### config.mk
export PLATFORM = sky130hd
export DESIGN_NAME = alu_result_display
export DESIGN_NICKNAME = d
export VERILOG_FILES = /design/src/rtl/alu_result_display.sv
export SDC_FILE = /design/constraint.sdc
export NUM_CORES = 1
export LEC_CHECK = 0
export CAP_MARGIN = 15
export CORE_UTILIZATION = 30
export CTS_BUF_LIST = sky130_fd_sc_hd__clkbuf_4 sky130_fd_sc_hd__clkbuf_8 sky130_fd_sc_hd__clkbuf_16
export CTS_CLUSTER_SIZE = 24
export DETAILED_ROUTE_END_ITERATION = 7
export SYNTH_ARGS = -nofsm -noshare
export SYNTH_HDL_FRONTEND = slang
export SYNTH_SLANG_ARGS = --single-unit
### constraint.sdc
create_clock -name clk -period 5.72 [get_ports clk]
set_clock_uncertainty 0.1 [all_clocks]
set_input_delay 0.572 -clock clk [delete_from_list [all_inputs] [get_ports clk]]
set_output_delay 0.572 -clock clk [all_outputs]
set_load 0.05 [all_outputs]
### src/rtl/alu_result_display.sv
// ALU result capture, sequential double-dabble to two BCD digits,
// and a multiplexed 2-digit common-anode 7-segment driver.
module alu_result_display #(
    parameter int REFRESH_DIV = 50000,
    parameter bit BLANK_LZ    = 1'b1
) (
    input  logic       clk,
    input  logic       rst,
    input  logic [5:0] result,
    input  logic       valid,
    output logic       busy,
    output logic       ready,
    output logic [3:0] tens,
    output logic [3:0] units,
    output logic [6:0] seg,
    output logic [1:0] an
);

    localparam int CW = $clog2(REFRESH_DIV);
    localparam logic [CW-1:0] LAST = CW'(REFRESH_DIV - 1);

    typedef enum logic [1:0] {
        IDLE,
        SHIFT,
        COMMIT
    } state_e;

    state_e state_q, state_d;

    logic [5:0] bin_q, bin_d;
    logic [7:0] bcd_q, bcd_d, bcd_adj;
    logic [2:0] cnt_q, cnt_d;
    logic [3:0] tens_q, tens_d;
    logic [3:0] units_q, units_d;
    logic       ready_q, ready_d;

    logic [CW-1:0] ref_q, ref_d;
    logic          sel_q, sel_d;
    logic [6:0]    seg_q, seg_d;
    logic [1:0]    an_q, an_d;
    logic [3:0]    digit;

    function automatic logic [6:0] seg_decode(input logic [3:0] d);
        logic [6:0] s;
        case (d)
            4'd0:    s = 7'b1000000;
            4'd1:    s = 7'b1111001;
            4'd2:    s = 7'b0100100;
            4'd3:    s = 7'b0110000;
            4'd4:    s = 7'b0011001;
            4'd5:    s = 7'b0010010;
            4'd6:    s = 7'b0000010;
            4'd7:    s = 7'b1111000;
            4'd8:    s = 7'b0000000;
            4'd9:    s = 7'b0010000;
            default: s = 7'b1111111;
        endcase
        return s;
    endfunction

    always_ff @(posedge clk or negedge rst) begin
        if (!rst) begin
            state_q <= IDLE;
        end else begin
            state_q <= state_d;
        end
    end

    always_comb begin
        state_d = state_q;
        case (state_q)
            IDLE:    if (valid) state_d = SHIFT;
            SHIFT:   if (cnt_q == 3'd5) state_d = COMMIT;
            COMMIT:  state_d = IDLE;
            default: state_d = IDLE;
        endcase
    end

    always_comb begin
        busy = (state_q != IDLE);
    end

    // Add-3 correction on each nibble before the shift.
    always_comb begin
        bcd_adj = bcd_q;
        if (bcd_q[3:0] >= 4'd5) bcd_adj[3:0] = bcd_q[3:0] + 4'd3;
        if (bcd_q[7:4] >= 4'd5) bcd_adj[7:4] = bcd_q[7:4] + 4'd3;
    end

    always_comb begin
        bin_d   = bin_q;
        bcd_d   = bcd_q;
        cnt_d   = cnt_q;
        tens_d  = tens_q;
        units_d = units_q;
        ready_d = 1'b0;
        case (state_q)
            IDLE: begin
                if (valid) begin
                    bin_d = result;
                    bcd_d = '0;
                    cnt_d = '0;
                end
            end
            SHIFT: begin
                {bcd_d, bin_d} = {bcd_adj[6:0], bin_q, 1'b0};
                cnt_d = cnt_q + 3'd1;
            end
            COMMIT: begin
                tens_d  = bcd_q[7:4];
                units_d = bcd_q[3:0];
                ready_d = 1'b1;
            end
            default: ;
        endcase
    end

    always_ff @(posedge clk or negedge rst) begin
        if (!rst) begin
            bin_q   <= '0;
            bcd_q   <= '0;
            cnt_q   <= '0;
            tens_q  <= '0;
            units_q <= '0;
            ready_q <= 1'b0;
        end else begin
            bin_q   <= bin_d;
            bcd_q   <= bcd_d;
            cnt_q   <= cnt_d;
            tens_q  <= tens_d;
            units_q <= units_d;
            ready_q <= ready_d;
        end
    end

    always_comb begin
        ref_d = (ref_q == LAST) ? '0 : ref_q + CW'(1);
        sel_d = sel_q ^ (ref_q == LAST);
        digit = sel_q ? tens_q : units_q;
        seg_d = seg_decode(digit);
        an_d  = sel_q ? 2'b01 : 2'b10;
        if (BLANK_LZ && sel_q && (tens_q == 4'd0)) begin
            an_d  = 2'b11;
            seg_d = 7'b1111111;
        end
    end

    always_ff @(posedge clk or negedge rst) begin
        if (!rst) begin
            ref_q <= '0;
            sel_q <= 1'b0;
            seg_q <= 7'b1000000;
            an_q  <= 2'b10;
        end else begin
            ref_q <= ref_d;
            sel_q <= sel_d;
            seg_q <= seg_d;
            an_q  <= an_d;
        end
    end

    assign ready = ready_q;
    assign tens  = tens_q;
    assign units = units_q;
    assign seg   = seg_q;
    assign an    = an_q;

endmodule

==> qor.yml <==
status: "finished clean"
wire_per_inst_microns: 12.2
ios: 28
area_growth_pct: 18.5
core_area_sq_um: 8260
rsz0062_at_grt: "no"
synth_nets: 260
post_cts_resized: 0
comb_power_share_pct: 41.9
finalSetupTns_ns: 0
place_congestion: 0.757
io_buffers: 27
ir_worst_vdd_v: 0.000200
ys_ff_latch: 54
gr-total-overflow: 0
placed_cell_area_sq_um: 2950
final.period_utilization_pct: 45.7
drc: 0
cp_max_fo: 17
synth_edf_count: 0
dr.pass1.iters: 4
required_ns: 5.05
start_kind: "flop"
start_util_pct: 31.2
die-area_sq_um: 8970
vias_per_cell: 4.68
insertion_delay_ns: 0.30
arrival_ns: 1.94
p_leak_nw: 1.35
dp_hpwl_mm: 3.16
async_flop_share_pct: 100
post_cts_buffers: 0
p_sw_mw: 0.552
synth_mux_area_share_pct: 8.98
p_per_area_nw_per_um2: 444
cts_buffer_depth: 2
synth-adder-area-share_pct: 5.83
cp_slowest_stage_delay_ns: 0.79
hp-class: "in2async"
ant_nets: 0
netlist_instances: 239
pwr-share-clk_pct: 16.3
avgSynthCellArea_sq_um: 10.8
cts_made_buffers: 5
min_period_ns: 2.62
drive_above_1_share_pct: 11.9
fin_nets: 288
grt_max_degree: 55
dieHeight_microns: 94.7
n_antenna_cell: 0
antenna_found_initial: 0
hold_buffers: 0
yosysSeqAreaShare_pct: 52.5
crit_path_cell_trace: "or2_2 > clkdlybuf4s50_1"
wirelength_mm: 4.54
worst_setup_path_end_kind: "primary output"
die_x_microns: 94.7
cts_tree: "done"
fin_area_sq_um: 3050
yosys_warnings: 0
cpMaxStageDelayCell: "clkdlybuf4s50_1"
ctsRootBufferMaster: "clkbuf_8"
synth_xor_area_share_pct: 5.44
synth_top_family_by_area: "simple AND/OR/NAND/NOR gates"
slew_viol_final: 0
fin_util_pct: 37.0
grt_pass1_vias: 1740
netlist-cell-type-count: 35
slew_headroom_pct: 41.3
max_cap_viol_count: 0
setup_viol: 0
synth_compound_area_share_pct: 8.59
ctsHtreeMaxLevel: 2
yosys.area_share.simple_pct: 15.7
seq_power_share_pct: 41.8
synth_top_flop_cell: "dfrtp_1"
layout_commonest_cell: "dfrtp_1"
layout_common_cells: "52 x dfrtp_1, 26 x nand2_1, 26 x clkdlybuf4s50_1"
fmax_mhz: 382
path_clk_slew_ns: 0.10
hold_viol: 0
tightest_slew_ns: 0.879
drtIter0Drc: 37
cts.sinks: 54
std_cell_rows: 33
grt_first_pass_wirelength_mm: 8.27
p_int_mw: 0.803
vias: 1747
p_sw_share_pct: 40.8
track_usage_pct: 11.8
netlist_area_sq_um: 2580
critPathKind: "reg2out"
## per-layer routing
metal | vias to the layer above | wire, microns | global-route usage [%]
met2 | 26 | 2140 | 18.9
met3 | 2 | 147 | 3.06
li1 | 874 | - | -
met5 | - | 0 | 0
met1 | 845 | 2230 | 15.9
met4 | 0 | 22 | 3.16
## Yosys cell counts (all sizes together) (3+ instances only)
cell type	n	area share, %
a21oi	12	2.3
clkbuf	8	1.2
dfrtp	52	50
ha	12	5.8
inv	12	1.7
mux2	14	6.3
mux2i	7	2.7
nand2	26	3.8
nand2b	4	0.97
nand3	6	1.2
nand4	6	1.5
nor2	13	2.0
nor3	4	0.78
nor3b	5	1.5
nor4	3	1.3
o21ai	23	4.5
xnor2	10	3.4
xor2	6	2.0
## layout make-up
class	instances	area, sq um
repair buffers	29	280
well taps	105	131
flip-flops and latches	54	1350
multi-input cells	165	1150
inverters	12	45.0
clock inverters	2	12.5
fillers	832	5200
clock buffers	6	82.6
## path summary, 6_finish.rpt
check / to / from / slack, ns / cells past startpoint
max in group asynchronous: bcd_q[6] / rst / 4.80 / 2
setup / recovery: busy / state_q[0] / 3.10 / 2
min in group clk: bin_q[4] / bin_q[4] / 0.39 / 2
hold / removal: ref_q[2] / rst / 0.29 / 2
setup reg to reg: ref_q[14] / ref_q[11] / 3.64 / 4
hold reg to reg: bin_q[4] / bin_q[4] / 0.39 / 2
## per-stage QoR
stage	worst slack (ns)	cells	hold WS (ns)	power, mW
after CTS	3.10	372	0.311	1.37
after global placement	3.30	364	0.366	1.13
after global routing	3.00	373	0.343	1.46
final	3.10	373	0.286	1.36
after detailed placement	3.22	364	0.373	1.14
after floorplan	3.80	239	0.176	0.975
## power by group through the flow
| stage | Combinational, mW | Sequential [mW] | Clock (mW) |
|---|---|---|---|
| after floorplan | 0.295 | 0.680 | 0 |
| after global placement | 0.555 | 0.574 | 0 |
| after detailed placement | 0.569 | 0.575 | 0 |
| after CTS | 0.570 | 0.568 | 0.231 |
| after global routing | 0.627 | 0.583 | 0.251 |
| final | 0.568 | 0.567 | 0.220 |
## state kept, by name, summed over array words and instances (netlist names)
| register | count |
|---|---|
| bcd_q | 8 |
| ref_q | 16 |
| cnt_q | 3 |
| bin_q | 6 |
| an | 2 |
| state_q | 2 |
| sel_q | 1 |
| tens | 4 |
| seg | 7 |
| ready | 1 |
| units | 4 |
## worst max-delay path: cells and delay by family (launching register included)
| kind | cells | cell delay, ns |
|---|---|---|
| flip-flops | 1 | 0.66 |
| buffers and inverters | 1 | 0.79 |
| AND/OR/NAND/NOR | 1 | 0.20 |
## cells by family after synthesis
group           Yosys count
mux                      21
xor+xnor                 16
simple gates             75
fa+ha+maj                12
compound gates           41
flops                    54
buf+inv                  20
No activity file was read; power rests on OpenSTA's default activity.
